==> config.mk <==
export PLATFORM = sky130hd
export DESIGN_NAME = fp_add_normalize_flat
export DESIGN_NICKNAME = d
export VERILOG_FILES = /design/src/rtl/fp_add_normalize_if.sv /design/src/rtl/fp_add_normalize.sv /design/src/flat_wrapper.sv
export SDC_FILE = /design/constraint.sdc
export NUM_CORES = 1
export LEC_CHECK = 0
export ABC_AREA = 1
export CAP_MARGIN = 20
export CELL_PAD_IN_SITES_DETAIL_PLACEMENT = 0
export CELL_PAD_IN_SITES_GLOBAL_PLACEMENT = 1
export CORE_MARGIN = 3
export CORE_UTILIZATION = 51
export CTS_BUF_LIST = sky130_fd_sc_hd__clkbuf_8
export DETAILED_ROUTE_END_ITERATION = 12
export DONT_BUFFER_PORTS = 1
export PLACE_DENSITY_LB_ADDON = 0.12
export SLEW_MARGIN = 15
export SYNTH_ARGS = -nofsm -noshare
export SYNTH_HDL_FRONTEND = slang
export SYNTH_SLANG_ARGS = --single-unit
==> constraint.sdc <==
create_clock -name clk -period 3.28 [get_ports clk]
set_input_delay 0.492 -clock clk [delete_from_list [all_inputs] [get_ports clk]]
set_output_delay 0.492 -clock clk [all_outputs]
set_load 0.005 [all_outputs]
==> src/rtl/fp_add_normalize_if.sv <==
`default_nettype none
// ============================================================================
// Module      : fp_add_normalize_if
// Description : Operand/result bundle for the FP32 add-normalise stage.
//               Input side: in_valid/in_ready handshake carrying op, signs,
//               common exponent and two aligned mantissas (hidden bit incl.).
//               Output side: out_valid/out_ready handshake carrying the packed
//               FP32 result plus overflow/underflow/zero flags.
//               master = producer/consumer side, slave = the stage itself.
// Revision    : 1.0 - initial release
// ============================================================================
interface fp_add_normalize_if #(
    parameter int MAN_W = 24,
    parameter int EXP_W = 8
);
    logic                   in_valid;
    logic                   in_ready;
    logic                   op;
    logic                   sign_a;
    logic                   sign_b;
    logic [EXP_W-1:0]       exp_in;
    logic [MAN_W-1:0]       al_man_a;
    logic [MAN_W-1:0]       al_man_b;
    logic [EXP_W+MAN_W-1:0] result;
    logic                   out_valid;
    logic                   out_ready;
    logic                   overflow;
    logic                   underflow;
    logic                   zero;

    modport master (
        output in_valid, op, sign_a, sign_b, exp_in, al_man_a, al_man_b, out_ready,
        input  in_ready, result, out_valid, overflow, underflow, zero
    );

    modport slave (
        input  in_valid, op, sign_a, sign_b, exp_in, al_man_a, al_man_b, out_ready,
        output in_ready, result, out_valid, overflow, underflow, zero
    );
endinterface
`default_nettype wire

==> src/rtl/fp_add_normalize.sv <==
`default_nettype none
// ============================================================================
// Module      : fp_add_normalize
// Description : Back end of the FP32 adder. Performs the effective add or
//               subtract of exponent-aligned mantissas, normalises one bit
//               per cycle, and packs an IEEE-754 single result (truncation,
//               flush-to-zero).
// Ports       : clk    - clock, rising edge
//               rst_n  - asynchronous reset, active low
//               bus    - fp_add_normalize_if.slave (operand and result
//                        valid/ready handshakes, result flags)
// Revision    : 1.0 - initial release
// ============================================================================
module fp_add_normalize #(
    parameter int MAN_W = 24,
    parameter int EXP_W = 8
) (
    input  wire logic          clk,
    input  wire logic          rst_n,
    fp_add_normalize_if.slave  bus
);

    localparam logic [1:0] c_IDLE = 2'd0;
    localparam logic [1:0] c_ADD  = 2'd1;
    localparam logic [1:0] c_NORM = 2'd2;
    localparam logic [1:0] c_DONE = 2'd3;

    localparam int              c_RES_W   = EXP_W + MAN_W;
    localparam logic [EXP_W:0]  c_EXP_ONE = {{EXP_W{1'b0}}, 1'b1};
    localparam logic [EXP_W:0]  c_EXP_MAX = {1'b0, {EXP_W{1'b1}}};

    logic [1:0]         r_state;
    logic               r_op;
    logic               r_sign_a;
    logic               r_sign_b;
    logic [MAN_W-1:0]   r_man_a;
    logic [MAN_W-1:0]   r_man_b;
    logic [EXP_W:0]     r_exp;      // one extra bit so a carry past 255 is visible
    logic [MAN_W:0]     r_sum;      // one extra bit for the addition carry
    logic               r_sign;
    logic [c_RES_W-1:0] r_result;
    logic               r_overflow;
    logic               r_underflow;
    logic               r_zero;
    logic               r_out_valid;
    logic               r_in_ready;

    logic               w_eff_b;
    logic [MAN_W:0]     w_a_ext;
    logic [MAN_W:0]     w_b_ext;
    logic [EXP_W:0]     w_exp_inc;

    assign w_eff_b   = r_sign_b ^ r_op;
    assign w_a_ext   = {1'b0, r_man_a};
    assign w_b_ext   = {1'b0, r_man_b};
    assign w_exp_inc = r_exp + c_EXP_ONE;

    always_ff @(posedge clk or negedge rst_n) begin
        if (!rst_n) begin
            r_state     <= c_IDLE;
            r_op        <= 1'b0;
            r_sign_a    <= 1'b0;
            r_sign_b    <= 1'b0;
            r_man_a     <= '0;
            r_man_b     <= '0;
            r_exp       <= '0;
            r_sum       <= '0;
            r_sign      <= 1'b0;
            r_result    <= '0;
            r_overflow  <= 1'b0;
            r_underflow <= 1'b0;
            r_zero      <= 1'b0;
            r_out_valid <= 1'b0;
            r_in_ready  <= 1'b1;
        end else begin
            case (r_state)
                c_IDLE: begin
                    if (bus.in_valid) begin
                        r_op       <= bus.op;
                        r_sign_a   <= bus.sign_a;
                        r_sign_b   <= bus.sign_b;
                        r_man_a    <= bus.al_man_a;
                        r_man_b    <= bus.al_man_b;
                        r_exp      <= {1'b0, bus.exp_in};
                        r_in_ready <= 1'b0;
                        r_state    <= c_ADD;
                    end
                end

                c_ADD: begin
                    // Subtract the smaller magnitude from the larger so the
                    // sum is always a non-negative magnitude.
                    if (r_sign_a == w_eff_b) begin
                        r_sum  <= w_a_ext + w_b_ext;
                        r_sign <= r_sign_a;
                    end else if (r_man_a >= r_man_b) begin
                        r_sum  <= w_a_ext - w_b_ext;
                        r_sign <= r_sign_a;
                    end else begin
                        r_sum  <= w_b_ext - w_a_ext;
                        r_sign <= w_eff_b;
                    end
                    r_state <= c_NORM;
                end

                c_NORM: begin
                    if (r_sum == '0) begin
                        r_result    <= '0;
                        r_overflow  <= 1'b0;
                        r_underflow <= 1'b0;
                        r_zero      <= 1'b1;
                        r_state     <= c_DONE;
                    end else if (r_sum[MAN_W]) begin
                        // Carry out: one right shift, dropping the LSB.
                        r_underflow <= 1'b0;
                        r_zero      <= 1'b0;
                        if (w_exp_inc >= c_EXP_MAX) begin
                            r_result   <= {r_sign, {EXP_W{1'b1}}, {(MAN_W-1){1'b0}}};
                            r_overflow <= 1'b1;
                        end else begin
                            r_result   <= {r_sign, w_exp_inc[EXP_W-1:0], r_sum[MAN_W-1:1]};
                            r_overflow <= 1'b0;
                        end
                        r_state <= c_DONE;
                    end else if (r_sum[MAN_W-1]) begin
                        r_overflow <= 1'b0;
                        if (r_exp == '0) begin
                            r_result    <= '0;
                            r_underflow <= 1'b1;
                            r_zero      <= 1'b1;
                        end else begin
                            r_result    <= {r_sign, r_exp[EXP_W-1:0], r_sum[MAN_W-2:0]};
                            r_underflow <= 1'b0;
                            r_zero      <= 1'b0;
                        end
                        r_state <= c_DONE;
                    end else if (r_exp > c_EXP_ONE) begin
                        r_sum <= {r_sum[MAN_W-1:0], 1'b0};
                        r_exp <= r_exp - c_EXP_ONE;
                    end else begin
                        // Would go subnormal: flush to zero.
                        r_result    <= '0;
                        r_overflow  <= 1'b0;
                        r_underflow <= 1'b1;
                        r_zero      <= 1'b1;
                        r_state     <= c_DONE;
                    end
                end

                c_DONE: begin
                    // out_valid rises one cycle after the result registers load.
                    if (!r_out_valid) begin
                        r_out_valid <= 1'b1;
                    end else if (bus.out_ready) begin
                        r_out_valid <= 1'b0;
                        r_in_ready  <= 1'b1;
                        r_state     <= c_IDLE;
                    end
                end

                default: begin
                    r_state <= c_IDLE;
                end
            endcase
        end
    end

    assign bus.in_ready  = r_in_ready;
    assign bus.result    = r_result;
    assign bus.out_valid = r_out_valid;
    assign bus.overflow  = r_overflow;
    assign bus.underflow = r_underflow;
    assign bus.zero      = r_zero;

endmodule
`default_nettype wire
==> src/flat_wrapper.sv <==
// flat-port wrapper written by rule: the top's interface ports become plain ports
module fp_add_normalize_flat 
#(
    parameter int MAN_W = 24,
    parameter int EXP_W = 8
)
  (clk, rst_n, bus_in_valid, bus_op, bus_sign_a, bus_sign_b, bus_exp_in, bus_al_man_a, bus_al_man_b, bus_out_ready, bus_in_ready, bus_result, bus_out_valid, bus_overflow, bus_underflow, bus_zero);
  fp_add_normalize_if #(.MAN_W(MAN_W), .EXP_W(EXP_W)) bus_i ();
  input  wire logic clk;
  input  wire logic rst_n;
  input wire logic [$bits(bus_i.in_valid)-1:0] bus_in_valid;
  input wire logic [$bits(bus_i.op)-1:0] bus_op;
  input wire logic [$bits(bus_i.sign_a)-1:0] bus_sign_a;
  input wire logic [$bits(bus_i.sign_b)-1:0] bus_sign_b;
  input wire logic [$bits(bus_i.exp_in)-1:0] bus_exp_in;
  input wire logic [$bits(bus_i.al_man_a)-1:0] bus_al_man_a;
  input wire logic [$bits(bus_i.al_man_b)-1:0] bus_al_man_b;
  input wire logic [$bits(bus_i.out_ready)-1:0] bus_out_ready;
  output wire logic [$bits(bus_i.in_ready)-1:0] bus_in_ready;
  output wire logic [$bits(bus_i.result)-1:0] bus_result;
  output wire logic [$bits(bus_i.out_valid)-1:0] bus_out_valid;
  output wire logic [$bits(bus_i.overflow)-1:0] bus_overflow;
  output wire logic [$bits(bus_i.underflow)-1:0] bus_underflow;
  output wire logic [$bits(bus_i.zero)-1:0] bus_zero;
  assign bus_i.in_valid = bus_in_valid;
  assign bus_i.op = bus_op;
  assign bus_i.sign_a = bus_sign_a;
  assign bus_i.sign_b = bus_sign_b;
  assign bus_i.exp_in = bus_exp_in;
  assign bus_i.al_man_a = bus_al_man_a;
  assign bus_i.al_man_b = bus_al_man_b;
  assign bus_i.out_ready = bus_out_ready;
  assign bus_in_ready = bus_i.in_ready;
  assign bus_result = bus_i.result;
  assign bus_out_valid = bus_i.out_valid;
  assign bus_overflow = bus_i.overflow;
  assign bus_underflow = bus_i.underflow;
  assign bus_zero = bus_i.zero;
  fp_add_normalize #(.MAN_W(MAN_W), .EXP_W(EXP_W)) u_core (.clk(clk), .rst_n(rst_n), .bus(bus_i));
endmodule
==> flow_summary.html <==
<table>
<tr><th>Metric</th><th>Value</th></tr>
<tr><th colspan="2">Run status</th></tr>
<tr><td>Status</td><td>finished with violations</td></tr>
<tr><td>Violated checks</td><td>negative hold slack</td></tr>
<tr><th colspan="2">Logic synthesis</th></tr>
<tr><td>Ys async rst share</td><td>100.0%</td></tr>
<tr><td>Largest cells by area after synthesis</td><td>sky130_fd_sc_hd__dfrtp_1 27%, sky130_fd_sc_hd__nand2_1 18%, sky130_fd_sc_hd__ha_1 9.2%</td></tr>
<tr><td>Most instantiated flip-flop cell in the synthesis netlist</td><td>sky130_fd_sc_hd__dfrtp_1</td></tr>
<tr><td>Yosys warnings</td><td>0</td></tr>
<tr><td>Mean instance size in the synthesized netlist</td><td>6.312 um^2</td></tr>
<tr><td>Mapped Cells</td><td>1834</td></tr>
<tr><td>Net count of the mapped netlist</td><td>1985</td></tr>
<tr><td>Distinct cell type count of the synthesized netlist</td><td>46</td></tr>
<tr><td>Share of synthesized area occupied by flip-flops and latches</td><td>27.03%</td></tr>
<tr><td>Post-synthesis instance area</td><td>0.01158 mm^2</td></tr>
<tr><td>Share of the synthesized area in the top cell type</td><td>26.81%</td></tr>
<tr><td>Area leader, netlist</td><td>sky130_fd_sc_hd__dfrtp_1</td></tr>
<tr><td>Yosys reg bits</td><td>125</td></tr>
<tr><td>Number of flops mapped to enable cells by yosys</td><td>0</td></tr>
<tr><th colspan="2">Cells and area</th></tr>
<tr><td>Final net count</td><td>1963</td></tr>
<tr><td>Filler instances</td><td>2310</td></tr>
<tr><td>Sequential standard cell area</td><td>0.003129 mm^2</td></tr>
<tr><td>Synthesis-to-finish area growth</td><td>5.134%</td></tr>
<tr><td>Multi-input combinational cell area</td><td>0.006943 mm^2</td></tr>
<tr><td>Ratio of cells with drive above 1 in the final layout</td><td>6.082%</td></tr>
<tr><td>Number of antenna repair diodes</td><td>0</td></tr>
<tr><td>Final Util</td><td>55.09%</td></tr>
<tr><th colspan="2">Routing</th></tr>
<tr><td>First DRT Iteration DRCs</td><td>973</td></tr>
<tr><td>DRC violation count after routing</td><td>0</td></tr>
<tr><td>Per-cell routed wire length</td><td>17.27 um</td></tr>
<tr><td>Post-DRT Antenna Nets</td><td>0</td></tr>
<tr><td>Drt pass-1 iters</td><td>6</td></tr>
<tr><td>Vias per inst</td><td>5.419</td></tr>
<tr><td>Vias</td><td>11407</td></tr>
<tr><td>Overall routed net length</td><td>36.35 mm</td></tr>
<tr><th colspan="2">STA</th></tr>
<tr><td>Hold Violations, Final</td><td>125</td></tr>
<tr><td>Unrepaired setup endpoints after global routing</td><td>no</td></tr>
<tr><td>Actual slew at the worst max-slew pin</td><td>615.8 ps</td></tr>
<tr><td>Post-route setup TNS</td><td>0 ps</td></tr>
<tr><td>Final hold slack</td><td>-295.1 ps</td></tr>
<tr><td>Period Utilization, post-route</td><td>87.54%</td></tr>
<tr><td>Clock skew after layout</td><td>19.48 ps</td></tr>
<tr><td>Fmax</td><td>0.3483 GHz</td></tr>
<tr><td>Number of pins exceeding their max-slew limit in the final report</td><td>0</td></tr>
<tr><td>Worst path setup slack after routing</td><td>408.7 ps</td></tr>
<tr><td>Final-report setup violation count</td><td>0</td></tr>
<tr><td>Minimum period implied by the final worst setup slack</td><td>2871 ps</td></tr>
<tr><td>Max-slew headroom</td><td>58.95%</td></tr>
<tr><th colspan="2">Worst setup path</th></tr>
<tr><td>Required time worst endpoint</td><td>3660 ps</td></tr>
<tr><td>WP data arrival</td><td>3250 ps</td></tr>
<tr><td>Crit Path Class</td><td>reg2reg</td></tr>
<tr><td>Worst-path fanout max</td><td>12</td></tr>
<tr><td>Crit path capture type</td><td>register</td></tr>
<tr><td>CP startpoint kind</td><td>register</td></tr>
<tr><th colspan="2">Placement</th></tr>
<tr><td>Half-perimeter wire length after placement</td><td>29.55 mm</td></tr>
<tr><td>Count of port buffers added during placement</td><td>0</td></tr>
<tr><td>RD Place Congestion</td><td>1.007</td></tr>
<tr><td>Setup slack at placement</td><td>489.1 ps</td></tr>
<tr><th colspan="2">Global route</th></tr>
<tr><td>Global-route wire length before repair</td><td>57.67 mm</td></tr>
<tr><td>Met1 track utilization from global routing</td><td>41.20%</td></tr>
<tr><td>Overall routing resource usage</td><td>29.92%</td></tr>
<tr><td>Via count of the first global-routing pass</td><td>10800</td></tr>
<tr><td>Initial antenna violation count</td><td>0</td></tr>
<tr><td>Pin count of the biggest net entering global routing</td><td>126</td></tr>
<tr><td>Busiest layer in global routing</td><td>met2</td></tr>
<tr><td>M3 GR Usage</td><td>4.646%</td></tr>
<tr><td>Met2 usage in global routing</td><td>47.79%</td></tr>
<tr><td>Total congestion overflow</td><td>0</td></tr>
<tr><th colspan="2">Floorplanning</th></tr>
<tr><td>Die extent in x</td><td>156.7 um</td></tr>
<tr><td>Starting Density</td><td>52.40%</td></tr>
<tr><td>Overall die area</td><td>0.02454 mm^2</td></tr>
<tr><td># rows</td><td>54</td></tr>
<tr><td>Boundary pin count</td><td>100</td></tr>
<tr><td>Chip height</td><td>156.7 um</td></tr>
<tr><td>Area of the core</td><td>0.02209 mm^2</td></tr>
<tr><th colspan="2">CTS</th></tr>
<tr><td>Level count of the clock H-tree</td><td>4</td></tr>
<tr><td>Longest Clk Path Bufs</td><td>2</td></tr>
<tr><td>TritonCTS Buffers</td><td>17</td></tr>
<tr><td>Number of sinks handled by clock tree synthesis</td><td>125</td></tr>
<tr><td>Resize count post-CTS</td><td>0</td></tr>
<tr><td>Number of setup buffers added after CTS</td><td>0</td></tr>
<tr><td>Post-CTS clock slew at the launch and capture registers of the worst setup and hold paths</td><td>100 ps</td></tr>
<tr><td>TritonCTS clock tree</td><td>done</td></tr>
<tr><td>Clock tree root driver cell</td><td>sky130_fd_sc_hd__clkbuf_8</td></tr>
<tr><td>Skew-Pair Late Insertion Delay</td><td>470 ps</td></tr>
<tr><th colspan="2">Min path</th></tr>
<tr><td>Type of the worst min-delay path</td><td>in2async</td></tr>
<tr><th colspan="2">Job</th></tr>
<tr><td>Number of violations of the max-capacitance limit</td><td>0</td></tr>
</table>
[per-stage QoR]
| stage | instance area, um^2 | std cells | hold slack [ps] |
|---|---|---|---|
| 3_5_place_dp | 11780 | 2073 | 198.9 |
| 3_3_place_gp | 11780 | 2073 | 199.0 |
| 6_report | 12170 | 2105 | -295.1 |
| 5_1_grt | 12170 | 2105 | -318.4 |
| 2_1_floorplan | 11580 | 1834 | 196.4 |
| 4_1_cts | 12170 | 2105 | -316.3 |
[final timing paths]
path                                            start                    end  slack (ps)  cells past startpoint
max in group asynchronous                       rst_n    u_core.bus.in_ready        3340                      0
worst max register to register      u_core.r_man_b[8]       u_core.r_sum[18]         410                     17
min in group clk                      bus_al_man_b[9]      u_core.r_man_b[9]         170                      2
worst min register to register  u_core.bus.result[13]  u_core.bus.result[13]         510                      2
worst max-delay path                u_core.r_man_b[8]       u_core.r_sum[18]         410                     17
worst min-delay path                            rst_n   u_core.bus.result[7]        -300                      0
[layer usage]
layer,vias up,part of all wire (%)
li1,5763,-
met1,5167,46
met2,407,45
met3,70,6.1
met4,0,3.3
met5,-,0
[worst max-delay path, cell delays in order, from the launching register on]
cell	delay (ps)
sky130_fd_sc_hd__dfrtp_1	380
sky130_fd_sc_hd__inv_1	80
sky130_fd_sc_hd__ha_1	600
sky130_fd_sc_hd__nand2_1	270
sky130_fd_sc_hd__nor2_4	210
sky130_fd_sc_hd__nand2_1	100
sky130_fd_sc_hd__inv_2	70
sky130_fd_sc_hd__nand2_1	50
sky130_fd_sc_hd__nor2_1	80
sky130_fd_sc_hd__nor2_1	60
sky130_fd_sc_hd__nand3_2	190
sky130_fd_sc_hd__buf_4	240
sky130_fd_sc_hd__nand3_1	90
sky130_fd_sc_hd__nand2_1	70
sky130_fd_sc_hd__nand2_1	40
sky130_fd_sc_hd__nand2_1	60
sky130_fd_sc_hd__nand2_1	50
sky130_fd_sc_hd__a21oi_1	130
[cell families after synthesis]
| logic type | count (synthesis) | synth area share [%] |
|---|---|---|
| AO/OA/AOI/OAI | 276 | 13.20 |
| multiplexers | 3 | 0.2918 |
| flip-flops | 125 | 27.03 |
| adder cells (fa/ha/maj) | 88 | 9.706 |
| XOR/XNOR | 26 | 1.967 |
| buffers and inverters | 363 | 13.06 |
| AND/OR/NAND/NOR | 953 | 34.75 |
[sequential cells by signal (all words and copies together) (netlist names)]
signal,flops
u_core.bus.underflow,1
u_core.bus.zero,1
u_core.r_sum,25
u_core.r_op,1
u_core.r_exp,9
u_core.bus.result,32
u_core.r_sign_a,1
u_core.r_man_a,24
u_core.bus.overflow,1
u_core.bus.out_valid,1
u_core.r_sign_b,1
u_core.r_state,2
u_core.bus.in_ready,1
u_core.r_sign,1
u_core.r_man_b,24
[cells in the mapped netlist, types with 6 or more instances]
master and number:
sky130_fd_sc_hd__a21oi_1 156, sky130_fd_sc_hd__o21bai_1 7, sky130_fd_sc_hd__buf_2 20, sky130_fd_sc_hd__nand4_1 32
sky130_fd_sc_hd__nand2_2 8, sky130_fd_sc_hd__dfrtp_1 124, sky130_fd_sc_hd__buf_6 6, sky130_fd_sc_hd__o211ai_1 32
sky130_fd_sc_hd__nor3_1 32, sky130_fd_sc_hd__clkbuf_1 26, sky130_fd_sc_hd__inv_2 7, sky130_fd_sc_hd__xor2_1 22
sky130_fd_sc_hd__o21ai_1 12, sky130_fd_sc_hd__nand3_1 133, sky130_fd_sc_hd__o21ai_0 54, sky130_fd_sc_hd__ha_1 85
sky130_fd_sc_hd__inv_1 280, sky130_fd_sc_hd__nand2_1 560, sky130_fd_sc_hd__nor2_1 157, sky130_fd_sc_hd__nor2_2 6
sky130_fd_sc_hd__buf_4 21
[cell usage in the layout (no fill, tap or decap), drive strengths merged, types with 2 or more instances in the layout]
| cell | count |
|---|---|
| o211ai | 32 |
| buf | 35 |
| inv | 294 |
| nor3 | 33 |
| clkinv | 5 |
| ha | 85 |
| o21ai | 66 |
| o31ai | 4 |
| mux2 | 3 |
| xor2 | 22 |
| o21bai | 7 |
| a22oi | 4 |
| nand3 | 137 |
| nor4 | 4 |
| nor2 | 168 |
| dfrtp | 124 |
| o221ai | 2 |
| nand4 | 32 |
| nand2 | 571 |
| fa | 3 |
| clkbuf | 18 |
| xnor2 | 4 |
| or2 | 4 |
| a21oi | 156 |
[final cells by class]
class | count | area share, %
Timing Repair Buffer | 35 | 2.262
Clock buffer | 18 | 2.036
Sequential cell | 125 | 25.71
Inverter | 287 | 8.852
Clock inverter | 14 | 1.213
Multi-Input combinational cell | 1346 | 57.05
Tap cell | 280 | 2.879
Power is left out: the tool's default activity adds up to more than one toggle a clock period on the data nets, which glitch-free logic cannot reach.
